--- config.mk ---
export PLATFORM = sky130hd
export DESIGN_NAME = pipe_hazard_unit
export DESIGN_NICKNAME = d
export VERILOG_FILES = /design/src/rtl/pipe_pkg.sv /design/src/rtl/fwd_match.sv /design/src/rtl/pipe_hazard_unit.sv
export SDC_FILE = /design/constraint.sdc
export NUM_CORES = 1
export LEC_CHECK = 0
export CAP_MARGIN = 40
export CORE_MARGIN = 4
export CORE_UTILIZATION = 25
export DETAILED_ROUTE_END_ITERATION = 8
export GPL_ROUTABILITY_DRIVEN = 0
export PLACE_DENSITY = 0.46
export SLEW_MARGIN = 25
export SYNTH_ARGS = -nofsm -noshare
export SYNTH_HDL_FRONTEND = slang
export SYNTH_SLANG_ARGS = --single-unit
--- constraint.sdc ---
create_clock -name clk -period 3.3 [get_ports clk]
set_input_delay 0.33 -clock clk [delete_from_list [all_inputs] [get_ports clk]]
set_output_delay 0.33 -clock clk [all_outputs]
set_load 0.02 [all_outputs]
--- src/rtl/pipe_pkg.sv ---
// Shared types and constants for the pipeline hazard unit: the per-stage
// tracker entry, the NOP encoding used on flush and the register-file select code.
package pipe_pkg;

  // Destination indices are stored zero-extended to this width, so REG_AW may not exceed it.
  localparam int RD_MAXW = 8;

  localparam logic [31:0] NOP_INSTR = 32'h00000013;
  localparam int FWD_RF = 0;

  typedef struct packed {
    logic               valid;
    logic               reg_wr;
    logic               is_load;
    logic [RD_MAXW-1:0] rd;
  } trk_entry_t;

endpackage

--- src/rtl/fwd_match.sv ---
// Priority search of the tracker for one decode operand; the youngest
// matching producer wins and its stage number and load flag are reported.
module fwd_match
  import pipe_pkg::*;
#(
  parameter int NSTAGES = 3,
  parameter int REG_AW  = 5,
  parameter int FW      = $clog2(NSTAGES + 1)
) (
  input  trk_entry_t [NSTAGES-1:0] trk,
  input  logic [REG_AW-1:0]        rs,
  input  logic                     rs_used,
  output logic                     hit,
  output logic [FW-1:0]            k,
  output logic                     is_load
);

  // Scan oldest to youngest so the last (smallest k) match overwrites the rest.
  always_comb begin
    hit     = 1'b0;
    k       = FW'(FWD_RF);
    is_load = 1'b0;
    for (int i = NSTAGES - 1; i >= 0; i--) begin
      if (trk[i].valid && trk[i].reg_wr && rs_used && (rs != '0) &&
          (trk[i].rd == RD_MAXW'(rs))) begin
        hit     = 1'b1;
        k       = FW'(i + 1);
        is_load = trk[i].is_load;
      end
    end
  end

endmodule

--- src/rtl/pipe_hazard_unit.sv ---
// Load-use stall, branch flush and forwarding-select generation for an
// in-order pipeline, driven by a shift register tracking issued instructions.
module pipe_hazard_unit
  import pipe_pkg::*;
#(
  parameter int NSTAGES    = 3,
  parameter int REG_AW     = 5,
  parameter int LOAD_STAGE = 2,
  parameter int FW         = $clog2(NSTAGES + 1)
) (
  input  logic              clk,
  input  logic              rst,
  input  logic              id_valid,
  input  logic [REG_AW-1:0] id_rs1,
  input  logic [REG_AW-1:0] id_rs2,
  input  logic              id_rs1_used,
  input  logic              id_rs2_used,
  input  logic [REG_AW-1:0] id_rd,
  input  logic              id_reg_wr,
  input  logic              id_is_load,
  input  logic              br_taken,
  output logic              stall,
  output logic              flush,
  output logic              issue,
  output logic [FW-1:0]     fwd_sel1,
  output logic [FW-1:0]     fwd_sel2,
  output logic [15:0]       stall_cnt
);

  // Element i describes the instruction that left decode i+1 cycles ago.
  trk_entry_t [NSTAGES-1:0] trk;
  trk_entry_t               new_entry;

  logic          hit1, hit2, ld1, ld2;
  logic [FW-1:0] k1, k2;
  logic          hz1, hz2;

  fwd_match #(.NSTAGES(NSTAGES), .REG_AW(REG_AW), .FW(FW)) u_match1 (
    .trk     (trk),
    .rs      (id_rs1),
    .rs_used (id_rs1_used),
    .hit     (hit1),
    .k       (k1),
    .is_load (ld1)
  );

  fwd_match #(.NSTAGES(NSTAGES), .REG_AW(REG_AW), .FW(FW)) u_match2 (
    .trk     (trk),
    .rs      (id_rs2),
    .rs_used (id_rs2_used),
    .hit     (hit2),
    .k       (k2),
    .is_load (ld2)
  );

  // A load is only a hazard if it is the youngest producer and its data is not yet on a bus.
  always_comb begin
    hz1      = hit1 & ld1 & (int'(k1) < LOAD_STAGE);
    hz2      = hit2 & ld2 & (int'(k2) < LOAD_STAGE);
    flush    = br_taken & ~rst;
    stall    = id_valid & (hz1 | hz2) & ~br_taken & ~rst;
    issue    = id_valid & ~stall & ~flush & ~rst;
    fwd_sel1 = rst ? FW'(FWD_RF) : k1;
    fwd_sel2 = rst ? FW'(FWD_RF) : k2;
  end

  always_comb begin
    new_entry         = '0;
    new_entry.valid   = issue;
    new_entry.reg_wr  = issue & id_reg_wr;
    new_entry.is_load = issue & id_is_load;
    new_entry.rd      = issue ? RD_MAXW'(id_rd) : '0;
  end

  always_ff @(posedge clk) begin
    if (rst) begin
      trk <= '0;
    end else begin
      for (int i = NSTAGES - 1; i > 0; i--) begin
        trk[i] <= trk[i-1];
      end
      trk[0] <= new_entry;
    end
  end

  always_ff @(posedge clk) begin
    if (rst) begin
      stall_cnt <= 16'd0;
    end else if (stall && (stall_cnt != 16'hFFFF)) begin
      stall_cnt <= stall_cnt + 16'd1;
    end
  end

endmodule

Word level (Yosys, flattened, before mapping)
Index checks and enable logic that the tools add are counted.

word-level totals
  register bits = 49
  output and inout port bits = 23
  word-level logic and storage cells = 88

operators by class
  add/subtract/negate cells = 1
  $lt $le $gt $ge = 2
  eq/ne operators = 7
  multiplexer cells = 20
  bitwise logic cells = 19
  reduce and logical (&&, ||, !) cells = 25

operators by type and width
  operator                                           count
  equality test 8 x 5 -> 1 bit                       6
  logical AND 1 bit                                  22
  adder 16 x 1 -> 16 bit, second input constant      1
  2-to-1 mux 2 bit                                   8
  inequality test 16 bit, second input constant      1
  bitwise AND 1 bit                                  13
  2-to-1 mux 1 bit                                   12
  nonzero test 5 bit                                 2
  NOT 1 bit                                          5
  less-than comparator 2 bit, second input constant  2
  OR reduction 2 bit                                 1
  bitwise OR 1 bit                                   1

Longest topological paths before layout
  depth after elaboration = 19
  gate-level depth with buffers = 7

Cells and area by module
Synthesis repeated with hierarchy kept, for this count alone.

second synthesis, totals
  cells, all modules = 233
  area total of the unflattened synthesis = 2118.3 sq um

modules (own cells, without submodules)
  module            times used  cells each  area each (sq um)  seq. area each (sq um)
  pipe_hazard_unit  1           147         1487.7             800.8
  fwd_match         2           43          315.3              0.0

Least setup slack after synthesis
OpenSTA, ideal clock, no wires.

  path kind = register -> register
  start point = register stall_cnt[4]
  end point = register stall_cnt[13]
  library setup time = 121 ps
  arrival = 1998 ps
  data required time = 3179 ps
  slack = 1181 ps
  cell stages (with the launch flop) = 6
  period minus slack after synthesis = 2119 ps
  path through = dfxtp_1 > nand4_1 > nor2_1 > or4b_2 > nor3_1 > mux2_2

on the way
  longest elaborated chain between the ends = 2

RTL lines
  what                                                                            line                    text
  start: declaration                                                              pipe_hazard_unit.sv:27  output logic [15:0] stall_cnt
  start signal: assignment                                                        pipe_hazard_unit.sv:90  stall_cnt <= stall_cnt + 16'd1;
  parallel branches: the longest is 2 deep, another holds adder 16 x 1 -> 16 bit  n/a

Several ways; the timed one is not identified.
A chain may end at the register's enable or synchronous reset.

Final worst setup path
  start point = input port id_rs1[0]
  end point = output port issue

on the way
  longest elaborated chain between the ends = 16

RTL lines
  what                                                                       line                    text
  start: declaration                                                         pipe_hazard_unit.sv:14  input logic [REG_AW-1:0] id_rs1,
  nonzero test 5 bit                                                         fwd_match.sv:24         if (trk[i].valid && trk[i].reg_wr && rs_used && (rs != '0) &&
  logical AND 1 bit (2 in series)                                            fwd_match.sv:24
  2-to-1 mux 2 bit / 2-to-1 mux 1 bit (equally long branches) (3 in series)  fwd_match.sv:24
  less-than comparator 2 bit / bitwise AND 1 bit (equally long branches)     pipe_hazard_unit.sv:58  hz1 = hit1 & ld1 & (int'(k1) < LOAD_STAGE);
  bitwise AND 1 bit *                                                        pipe_hazard_unit.sv:58
  bitwise OR 1 bit *                                                         pipe_hazard_unit.sv:61  stall = id_valid & (hz1 | hz2) & ~br_taken & ~rst;
  bitwise AND 1 bit * (3 in series)                                          pipe_hazard_unit.sv:61
  NOT 1 bit *                                                                pipe_hazard_unit.sv:62  issue = id_valid & ~stall & ~flush & ~rst;
  bitwise AND 1 bit * (3 in series)                                          pipe_hazard_unit.sv:62
  end: declaration                                                           pipe_hazard_unit.sv:24  output logic issue,

Mark *: on every way between the ends. The rest lies on a longest branch, timed or not.

==> run summary <==
Cts bufs inserted: 5
Die height: 95.4 um
Max-slew headroom: 70.0%
Count of nets left with antenna violations after detail routing: 0
Total DRC errors in the routed layout: 0
Number of cells on the worst reg-to-reg path: 5
Effective utilization at floorplan: 26.0%
Worst R2R End: stall_cnt[13]$_SDFFE_PP0P_
Post-Syn Area: 1910 um2
Largest net degree at the start of global routing: 38
Syn Area/Cell: 8.96 um2
Slew at the pin with the worst max-slew slack: 0.445 ns
Reg clk slew, reported paths: 0.08 ns
Tightest Hold Check Type: register to register
Capturing element type of the critical path: output port
Average wire per standard cell: 13.3 um
Placeable core region: 7330 um2
Crit start category: primary input
Overall die area: 9090 um2
Area added between synthesis and finish: 39.8%
Slowest stage cell on the critical path: sky130_fd_sc_hd__clkdlybuf4s50_1
Minimum clock period: 3.02 ns
Fin. max-slew vios: 0
Maximum count of clock buffers along a single path: 2
Buffers plus inverters on the worst setup path: 2
Cell variety after synth: 33
Clock sink count: 38
Largest driver fanout on the critical path: 9
Port bufs: 45
Total wire length: 4940 um
Largest vdd supply drop: 185 uV
Clock Latency Late Sink: 0.29 ns
Post-detailed-placement cell area: 2550 um2
Vias: 1682
Tcrit/Tclk final: 91.4%
Cell area power density: 361 nW/um2
Cell at the root of the clock tree: sky130_fd_sc_hd__clkbuf_8
Fraction of final layout cells with drive strength greater than 1: 11.4%
Delay of the slowest critical-path stage: 0.60 ns
Initial drt markers: 51
Cells resized by post-CTS repair: 0
Top Metal Used: met4
Count of fill cells added during filler insertion: 756
I/O Pins: 46
Met3 routed wirelength: 190 um
CP arrival: 2.69 ns
Worst Path Class, Setup: primary input to output port
Final hold slack: 0.490 ns
Sequential-to-total area share from yosys stat: 39.9%
Post-Route Setup TNS: 0 ns
Chain of cells forming the critical path: clkdlybuf4s50_1, or4_1, o21ai_1, nor3_4, o21ai_1, and2_1, clkdlybuf4s50_1
Final count of hold timing violations: 0
Gate family responsible for the most delay along the worst path: buffers and inverters
Number of endpoints failing setup at the final stage: 0
TritonCTS clock tree: built
Nets: 296
Post-Place Cells: 364
Total power consumption of the routed design: 963 uW
Sum of overflow across all layers after global routing: 0
Dpl hpwl: 3880 um
Post-Synthesis Cells: 213
Post-CTS setup buffers: 0
Count of warnings emitted by yosys: 0
CTS Hold Buffers Added: 0
Number of storage elements in the synthesis netlist: 38
Routed length on met2: 2140 um
Wire length of the first global-routing pass: 8070 um
Worst reg2reg path startpoint: stall_cnt[4]$_SDFFE_PP0P_
Worst reg-to-reg setup slack: 1.09 ns
Max-capacitance violation count: 0
Global-route total usage across every layer: 11.5%
Synthesized netlist net count: 237
Width of the chip: 95.4 um
Worst Setup Slack, final: 0.283 ns
Endpoint of the most critical setup path: issue
Final cell area excluding filler cells: 2670 um2
Utilization after layout: 36.4%
Routed length on met1: 2540 um
Number of rows created at floorplan: 31
Depth of the CTS H-tree: 2
Number of global-route vias before repair: 1661
Router iterations before antenna repair: 4
ANT cells: 0
Vias per std cell: 4.52
Worst setup skew after layout: 0.00797 ns
Leakage: 0.867 nW
Setup slack at placement: 0.218 ns
F_max: 331 MHz
Startpoint of the most critical setup path: id_rs1[0]
Crit path required time: 2.97 ns
Result of the run: finished clean
RSZ-0062 raised after global routing: false
Number of logic stages on the critical path including buffering: 7
Final Non-Filler Cells: 372
Initial antenna violation count: 0
[registers in the layout (all words and copies together), names as in the netlist]
| signal | cells |
|---|---|
| trk | 22 |
| stall_cnt | 16 |
[synthesized netlist by cell type (all sizes together)]
| cell type | count | area share, % |
|---|---|---|
| xnor2 | 29 | 13 |
| inv | 5 | 0.98 |
| o2111ai | 1 | 0.46 |
| clkbuf | 5 | 0.98 |
| nor4 | 5 | 1.6 |
| a21oi | 10 | 2.6 |
| and2 | 3 | 0.98 |
| o211ai | 1 | 0.39 |
| nor3 | 7 | 3.0 |
| o31ai | 4 | 1.6 |
| or3 | 5 | 1.6 |
| mux2i | 1 | 0.52 |
| mux2 | 2 | 1.2 |
| nor3b | 1 | 0.39 |
| o21ai | 10 | 3.2 |
| nand4 | 13 | 4.3 |
| or4b | 1 | 0.52 |
| o31a | 2 | 0.92 |
| or4 | 6 | 2.4 |
| nand2 | 5 | 0.98 |
| nor2 | 15 | 3.1 |
| and3 | 7 | 2.3 |
| ha | 1 | 0.66 |
| dfxtp | 38 | 40 |
| xor2 | 4 | 1.8 |
| nor2b | 19 | 6.2 |
| nand3b | 1 | 0.39 |
| nand3 | 10 | 2.6 |
| o21ba | 2 | 1.0 |
[power by group]
group          internal (mW)  switching, mW
logic                 0.0527         0.0356
registers              0.463        0.00550
clock network          0.225          0.181
[how the worst min path moves through the flow]
stage                        from                 end  slack [ns]  cells after the start
6_report       trk[10]$_SDFF_PP0_  trk[21]$_SDFF_PP0_        0.49                      1
5_1_grt        trk[10]$_SDFF_PP0_  trk[21]$_SDFF_PP0_        0.51                      1
4_1_cts        trk[10]$_SDFF_PP0_  trk[21]$_SDFF_PP0_        0.49                      1
3_5_place_dp   trk[10]$_SDFF_PP0_  trk[21]$_SDFF_PP0_        0.48                      1
3_3_place_gp   trk[10]$_SDFF_PP0_  trk[21]$_SDFF_PP0_        0.48                      1
2_1_floorplan   trk[9]$_SDFF_PP0_  trk[20]$_SDFF_PP0_        0.46                      1
[logic make-up after synthesis]
family | after synthesis | share of synthesized area (%)
and+or+nand+nor | 98 | 30.4
DFF | 38 | 39.9
xor gates and xnor gates | 33 | 15.1
AOI/OAI and AO/OA | 30 | 10.2
buffers and inverters | 10 | 1.97
muxes | 3 | 1.70
adders and majority gates | 1 | 0.656
[metal layers]
layer,global-route usage [%],up-vias
met4,3.61,0
li1,-,879
met2,17.3,37
met5,0,-
met1,16.3,761
met3,2.45,5
[layout by cell type, fill, tap and decap left out, types with 6 or more instances in the layout]
master and instances:
sky130_fd_sc_hd__a21oi_1 10, sky130_fd_sc_hd__nand4_1 13, sky130_fd_sc_hd__dfxtp_1 38, sky130_fd_sc_hd__xnor2_1 29, sky130_fd_sc_hd__or4_1 6, sky130_fd_sc_hd__nor2b_1 19
sky130_fd_sc_hd__buf_4 12, sky130_fd_sc_hd__nand3_1 10, sky130_fd_sc_hd__clkdlybuf4s50_1 45, sky130_fd_sc_hd__and3_1 7, sky130_fd_sc_hd__nor2_1 14
[area by class of cell]
class,count,area (um2),area share [%]
Multi-Input combinational cell,165,1110,41.6
Sequential cell,38,761,28.5
Timing Repair Buffer,57,541,20.3
Tap cell,99,124,4.64
Clock buffer,5,68.8,2.58
Clock inverter,3,45.0,1.69
Inverter,5,18.8,0.704
Power figures use the tool's default switching activity.
